===== src/rtl/signal_demux.sv =====
// Splits a time-multiplexed sample stream into channels A and B (tagged or TDM steering).
// Optional sync-alignment checker: define SIGNAL_DEMUX_SYNC_CHECK_EN to add sync_err/sync_err_cnt.
module signal_demux #(
  parameter int DATA_W    = 10,
  parameter int BURST_LEN = 1,
  parameter int CNT_W     = 16
) (
  input  logic              clk,
  input  logic              rst,
  input  logic              mode,
  input  logic              in_valid,
  input  logic              in_sel,
  input  logic              in_sync,
  input  logic [DATA_W-1:0] in_data,
  input  logic              clr_cnt,
  output logic [DATA_W-1:0] out_a,
  output logic              out_a_valid,
  output logic [DATA_W-1:0] out_b,
  output logic              out_b_valid,
  output logic [CNT_W-1:0]  cnt_a,
  output logic [CNT_W-1:0]  cnt_b,
  output logic              phase
`ifdef SIGNAL_DEMUX_SYNC_CHECK_EN
  ,
  output logic              sync_err,
  output logic [7:0]        sync_err_cnt
`endif
);

  localparam int BCW = (BURST_LEN > 1) ? $clog2(BURST_LEN) : 1;
  localparam logic [BCW-1:0] LAST = BCW'(BURST_LEN - 1);

  typedef enum logic {SLOT_A, SLOT_B} slot_t;

  slot_t          slot;
  logic [BCW-1:0] burstCnt;
  logic           toB;
  logic           accA;
  logic           accB;
  logic           aligned;

  // A sync sample always lands in A, overriding the current slot.
  always_comb begin
    toB = 1'b0;
    if (!mode)
      toB = in_sel;
    else if (!in_sync)
      toB = (slot == SLOT_B);
  end

  assign accA    = in_valid & ~toB;
  assign accB    = in_valid & toB;
  assign aligned = (slot == SLOT_A) && (burstCnt == '0);
  assign phase   = (slot == SLOT_B);

  always_ff @(posedge clk) begin
    if (rst) begin
      out_a       <= '0;
      out_b       <= '0;
      out_a_valid <= 1'b0;
      out_b_valid <= 1'b0;
      cnt_a       <= '0;
      cnt_b       <= '0;
      slot        <= SLOT_A;
      burstCnt    <= '0;
`ifdef SIGNAL_DEMUX_SYNC_CHECK_EN
      sync_err     <= 1'b0;
      sync_err_cnt <= '0;
`endif
    end else begin
      out_a_valid <= accA;
      out_b_valid <= accB;
      if (accA) out_a <= in_data;
      if (accB) out_b <= in_data;

      if (clr_cnt)
        cnt_a <= '0;
      else if (accA && cnt_a != '1)
        cnt_a <= cnt_a + CNT_W'(1);
      if (clr_cnt)
        cnt_b <= '0;
      else if (accB && cnt_b != '1)
        cnt_b <= cnt_b + CNT_W'(1);

      if (!mode) begin
        slot     <= SLOT_A;
        burstCnt <= '0;
      end else if (in_valid) begin
        if (in_sync) begin
          // The sync sample is already the first of a new A burst.
          if (BURST_LEN == 1) begin
            slot     <= SLOT_B;
            burstCnt <= '0;
          end else begin
            slot     <= SLOT_A;
            burstCnt <= BCW'(1);
          end
        end else if (burstCnt == LAST) begin
          slot     <= (slot == SLOT_A) ? SLOT_B : SLOT_A;
          burstCnt <= '0;
        end else begin
          burstCnt <= burstCnt + BCW'(1);
        end
      end

`ifdef SIGNAL_DEMUX_SYNC_CHECK_EN
      sync_err <= mode & in_valid & in_sync & ~aligned;
      if (clr_cnt)
        sync_err_cnt <= '0;
      else if (mode && in_valid && in_sync && !aligned && sync_err_cnt != '1)
        sync_err_cnt <= sync_err_cnt + 8'd1;
`endif
    end
  end

endmodule


===== config.mk =====
export PLATFORM = sky130hd
export DESIGN_NAME = signal_demux
export DESIGN_NICKNAME = d
export VERILOG_FILES = /design/src/rtl/signal_demux.sv
export SDC_FILE = /design/constraint.sdc
export NUM_CORES = 1
export LEC_CHECK = 0
export ABC_AREA = 1
export ABC_CLOCK_PERIOD_IN_PS = 1900
export BUFFER_PORTS_ARGS = -buffer_cell sky130_fd_sc_hd__buf_4
export CAP_MARGIN = 20
export CORE_UTILIZATION = 50
export CTS_CLUSTER_DIAMETER = 80
export DETAILED_ROUTE_END_ITERATION = 10
export PLACE_DENSITY = 0.77
export SYNTH_ARGS = -nofsm -noshare
export SYNTH_HDL_FRONTEND = slang
export SYNTH_SLANG_ARGS = --single-unit

===== constraint.sdc =====
create_clock -name clk -period 1.9 [get_ports clk]
set_clock_uncertainty 0.1 [all_clocks]
set_input_delay 0.38 -clock clk [delete_from_list [all_inputs] [get_ports clk]]
set_output_delay 0.38 -clock clk [all_outputs]
set_load 0.05 [all_outputs]

* Yosys cells after proc, flatten, opt, wreduce, memory -nomap -nowiden
Index checks and enable logic that the tools add are counted.
Cells by class: bitwise gates (word level) 4, muxes and demuxes 7, reductions and logical operators 5, add/sub/neg operators 3, eq/ne operators 3
Operators by type and width (number):
- $add 16x1->16 const B | 2
- $ne 16x16->1 const B | 2
- $mux 1 | 7
- $reduce_or 2->1 | 2
- $and 1x1->1 | 2
- $logic_and 1x1->1 | 2
- $ne 2x2->1 const B | 1
- $not 1->1 | 2
- $reduce_and 2->1 | 1
- $add 1x1->1 const B | 1
Storage, ports and cells: bits in registers 56, output and inout bits 55

* Logic depth before layout (Yosys ltp)
depth in word-level cells 5, depth in mapped cells 10

* Least setup slack after synthesis
OpenSTA, ideal clock, no wires.
kind reg-to-reg, start point register cnt_b[0], end point register cnt_b[9], data required time 1683 ps, arrival time 1751 ps, period minus slack after synthesis 1968 ps, library setup time 117 ps, path slack -68 ps, stages on the path, launching flop included 10, cells stage by stage dfxtp_1 > ha_1 > nand3_2 > inv_2 > nand2_2 > nor2_4 > nand2_4 > buf_6 > a21oi_1 > nor2_1
On the way: longest elaborated chain between the ends 2, elaborated cells on any way between the ends 3
RTL lines:
- from (decl) | RTL line 21 | output logic [CNT_W-1:0] cnt_b,
- from (signal assigned) | RTL line 83 | cnt_b <= cnt_b + CNT_W'(1);
- branches (longest 2 deep; another with $add 16x1->16)
Parallel ways; which one is timed is not known. A chain may end at the register's enable or synchronous reset.

* Final worst setup path
start point register cnt_a[1], end point register cnt_a[11]
On the way: longest elaborated chain between the ends 2, elaborated cells on any way between the ends 3
RTL lines:
- from (decl) | RTL line 20 | output logic [CNT_W-1:0] cnt_a,
- from (signal assigned) | RTL line 79 | cnt_a <= cnt_a + CNT_W'(1);
- branches (longest 2 deep; another with $add 16x1->16)
Parallel ways; which one is timed is not known.

==> run metrics <==
outcome complete, no violations; Core Footprint a little over 5000 um2; Synth Instances 405; commonest register cell after synthesis dfxtp_1; commonest cells in the netlist 120 x nand2_1, 85 x nor2_1, 55 x dfxtp_1, 44 x a21oi_1, 32 x nand3_1; worst-case vdd ir drop between 400 and 500 uV; clock network fraction of total power between 30% and 40%; top cells by area, synth dfxtp_1 41%, nand2_1 17%, nor2_1 12%, a21oi_1 8.2%, nand3_1 6.0%; Post-Synth XOR/XNOR Area 0.983%; Core Rows 26; wire per inst 11.5 um; final setup TNS 0 ns; pre-CTS setup slack around 0.16 ns; pwr/cell area 642 nW/um2; crit-path max FO 11; final worst slack approximately 0.2 ns; htree depth 2; WL final between 6 and 7 mm; fin crit period ~1.7 ns; #FFs+latches synth 55; GRT Total Usage between 20% and 30%; DRC 0; I/O Pins between 70 and 80; clock latency on the worst-skew pair roughly 0.32 ns; PostCTS Resize Cnt 0; Internal between 1.5 and 2 mW; reg2reg path depth 7; fmax between 500 and 600 MHz; Worst-path clk slew about 0.11 ns; Critical Path Source cnt_a[1]; period utilization between 80% and 90%; Antenna Cells 0; GRT overflow 0; Lkg Pwr approximately 1.3 nW; Max-Cap Viols 0; Synth Area in Adders 0.936%; Slew Limit Fails 0; CTS max path bufs 2; ANT nets after route 0; Critical Path Start Type flop; register area share after synthesis between 40% and 50%; die area 5640 um2; Net Sw Power approximately 630 uW; post-CTS setup buffer count 0; synthesized area 2670 um2; Die X around 75 um; combinational family with the most area after synthesis simple AND/OR/NAND/NOR gates; Vias/cell 5.02; drt first pass iters 4; clock sinks 55; average cell area after synthesis approximately 6.6 um2; worst endpoint required time between 2 and 2.5 ns; Synth Area in Simple Gates between 40% and 50%; Rel. slew slack ~70%; layout cells sized above 1 a little over a fifth; Worst Tran Pin Value 0.446 ns; Logic pwr share between 10 and 15%; R2R Path Start cnt_a[1]; Sw Share around 29%; number of enable flip-flop cells after synthesis 0; top-count cell post-synth nand2_1; initial antenna violation count 0; Arr. time, crit path between 1.5 and 2 ns; DPL Wire Length ~4.6 mm; Root Buffer clkbuf_8; final hold slack 0.161 ns; R2R Setup Slk ~0.20 ns; largest area contributor in the netlist dfxtp_1; RD Place Congestion between 0.8 and 0.9; Initial DRC Count between 100 and 150; RSZ-0062 raised after global routing false; post-synthesis mux area share 0%; reg-to-reg endpoint cnt_a[11]; initial core utilization between 50 and 60%; Distinct cells, synth 27; CTS Hold Bufs 0; worst setup path end cnt_a[11]; TritonCTS Buffers 5; synth warn 0; die height roughly 75 um; Crit Path Class reg -> reg; vias in the first global route 2,344; Nets just under 500; Syn Nets 424; largest net degree at the start of global routing 30; worst hold path type in -> reg; first-pass GRT wire length 10.0 mm; routed vias roughly 2.7k; sequential power share 55.1%; compound-gate portion of the synthesized area 9.41%; CTS tree done; ys async rst share 0%; Setup violations, final 0; Final Hold Fails 0; critical path endpoint category flop; port buffer count approximately 70; share of the synthesized area in the top cell type between 40% and 50%; Syn-to-layout area delta 26.2%
==> power by group through the flow <==
stage / Sequential [mW] / Combinational, mW / Clock (mW)
final: 1.19 / 0.272 / 0.699
after global routing: 1.20 / 0.294 / 0.763
after CTS: 1.19 / 0.274 / 0.713
after detailed placement: 1.22 / 0.274 / 0
after global placement: 1.22 / 0.271 / 0
after floorplan: 1.31 / 0.0880 / 0
==> final cells by class <==
class | count | area, um2
Sequential cell | 55 | 1100
Multi-Input combinational cell | 311 | 1400
Clock buffer | 5 | 68.8
Clock inverter | 3 | 27.5
Fill cell | 505 | 1770
Timing Repair Buffer | 79 | 593
Tap cell | 70 | 87.6
Inverter | 25 | 93.8
==> layout by cell type, fill, tap and decap left out <==
master,instances
nand3_2,1
xnor2_1,2
nand2_4,1
inv_8,1
nor3_1,2
nand3b_1,2
ha_1,2
buf_4,79
nand4_1,3
o21ai_1,1
clkinv_1,1
dfxtp_1,53
nand2_2,3
nor2_1,84
clkinvlp_4,1
a21oi_1,44
nor2_2,3
o21ai_0,4
nand2_1,120
nand4_4,1
dfxtp_2,2
clkinv_4,1
xor2_1,1
clkbuf_8,5
a31oi_1,1
nor2_4,4
inv_2,3
inv_1,21
nand3_1,32
==> worst min-delay path by stage <==
| stage | start | end | cells after the start |
|---|---|---|---|
| after floorplan | rst | out_a[9] | 1 |
| after detailed placement | out_a[8] | out_a[8] | 2 |
| after CTS | in_valid | phase | 2 |
| after global routing | in_valid | phase | 2 |
| final | in_valid | phase | 2 |
| after global placement | out_b[3] | out_b[3] | 2 |
==> stage by stage <==
step                instances  area (um2)  utilization [%]  power (mW)
floorplan                 405        2680                -        1.40
global placement          540        3280             63.7        1.49
detailed placement        540        3280             63.7        1.49
CTS                       548        3370             65.6        2.18
global route              548        3370             65.6        2.26
finish                    548        3370             65.6        2.16
==> state kept, by name, summed over array words and instances, names as in the netlist <==
register     cells
out_a           10
out_b_valid      1
cnt_b           16
cnt_a           16
phase            1
out_a_valid      1
out_b           10
==> per-layer routing <==
layer,GRT usage [%],vias to the layer above,routed length [um]
met2,40.3,78,3090
met3,5.49,11,348
met4,8.39,0,117
met1,27.4,1235,2730
li1,-,1425,-
met5,0,-,0
==> critical path, cell delays in order (launching register included) <==
cell	delay (ns)
dfxtp_1	0.42
ha_1	0.17
inv_1	0.06
nor2_4	0.20
nand4_4	0.21
buf_4	0.23
a21oi_1	0.14
nor2_1	0.06
==> cells by family after synthesis <==
family / count (synthesis)
buffers and inverters: 39
xor gates and xnor gates: 3
AOI/OAI and AO/OA: 50
adders and majority gates: 2
DFF: 55
and+or+nand+nor: 256
Power figures use the tool's default switching activity.
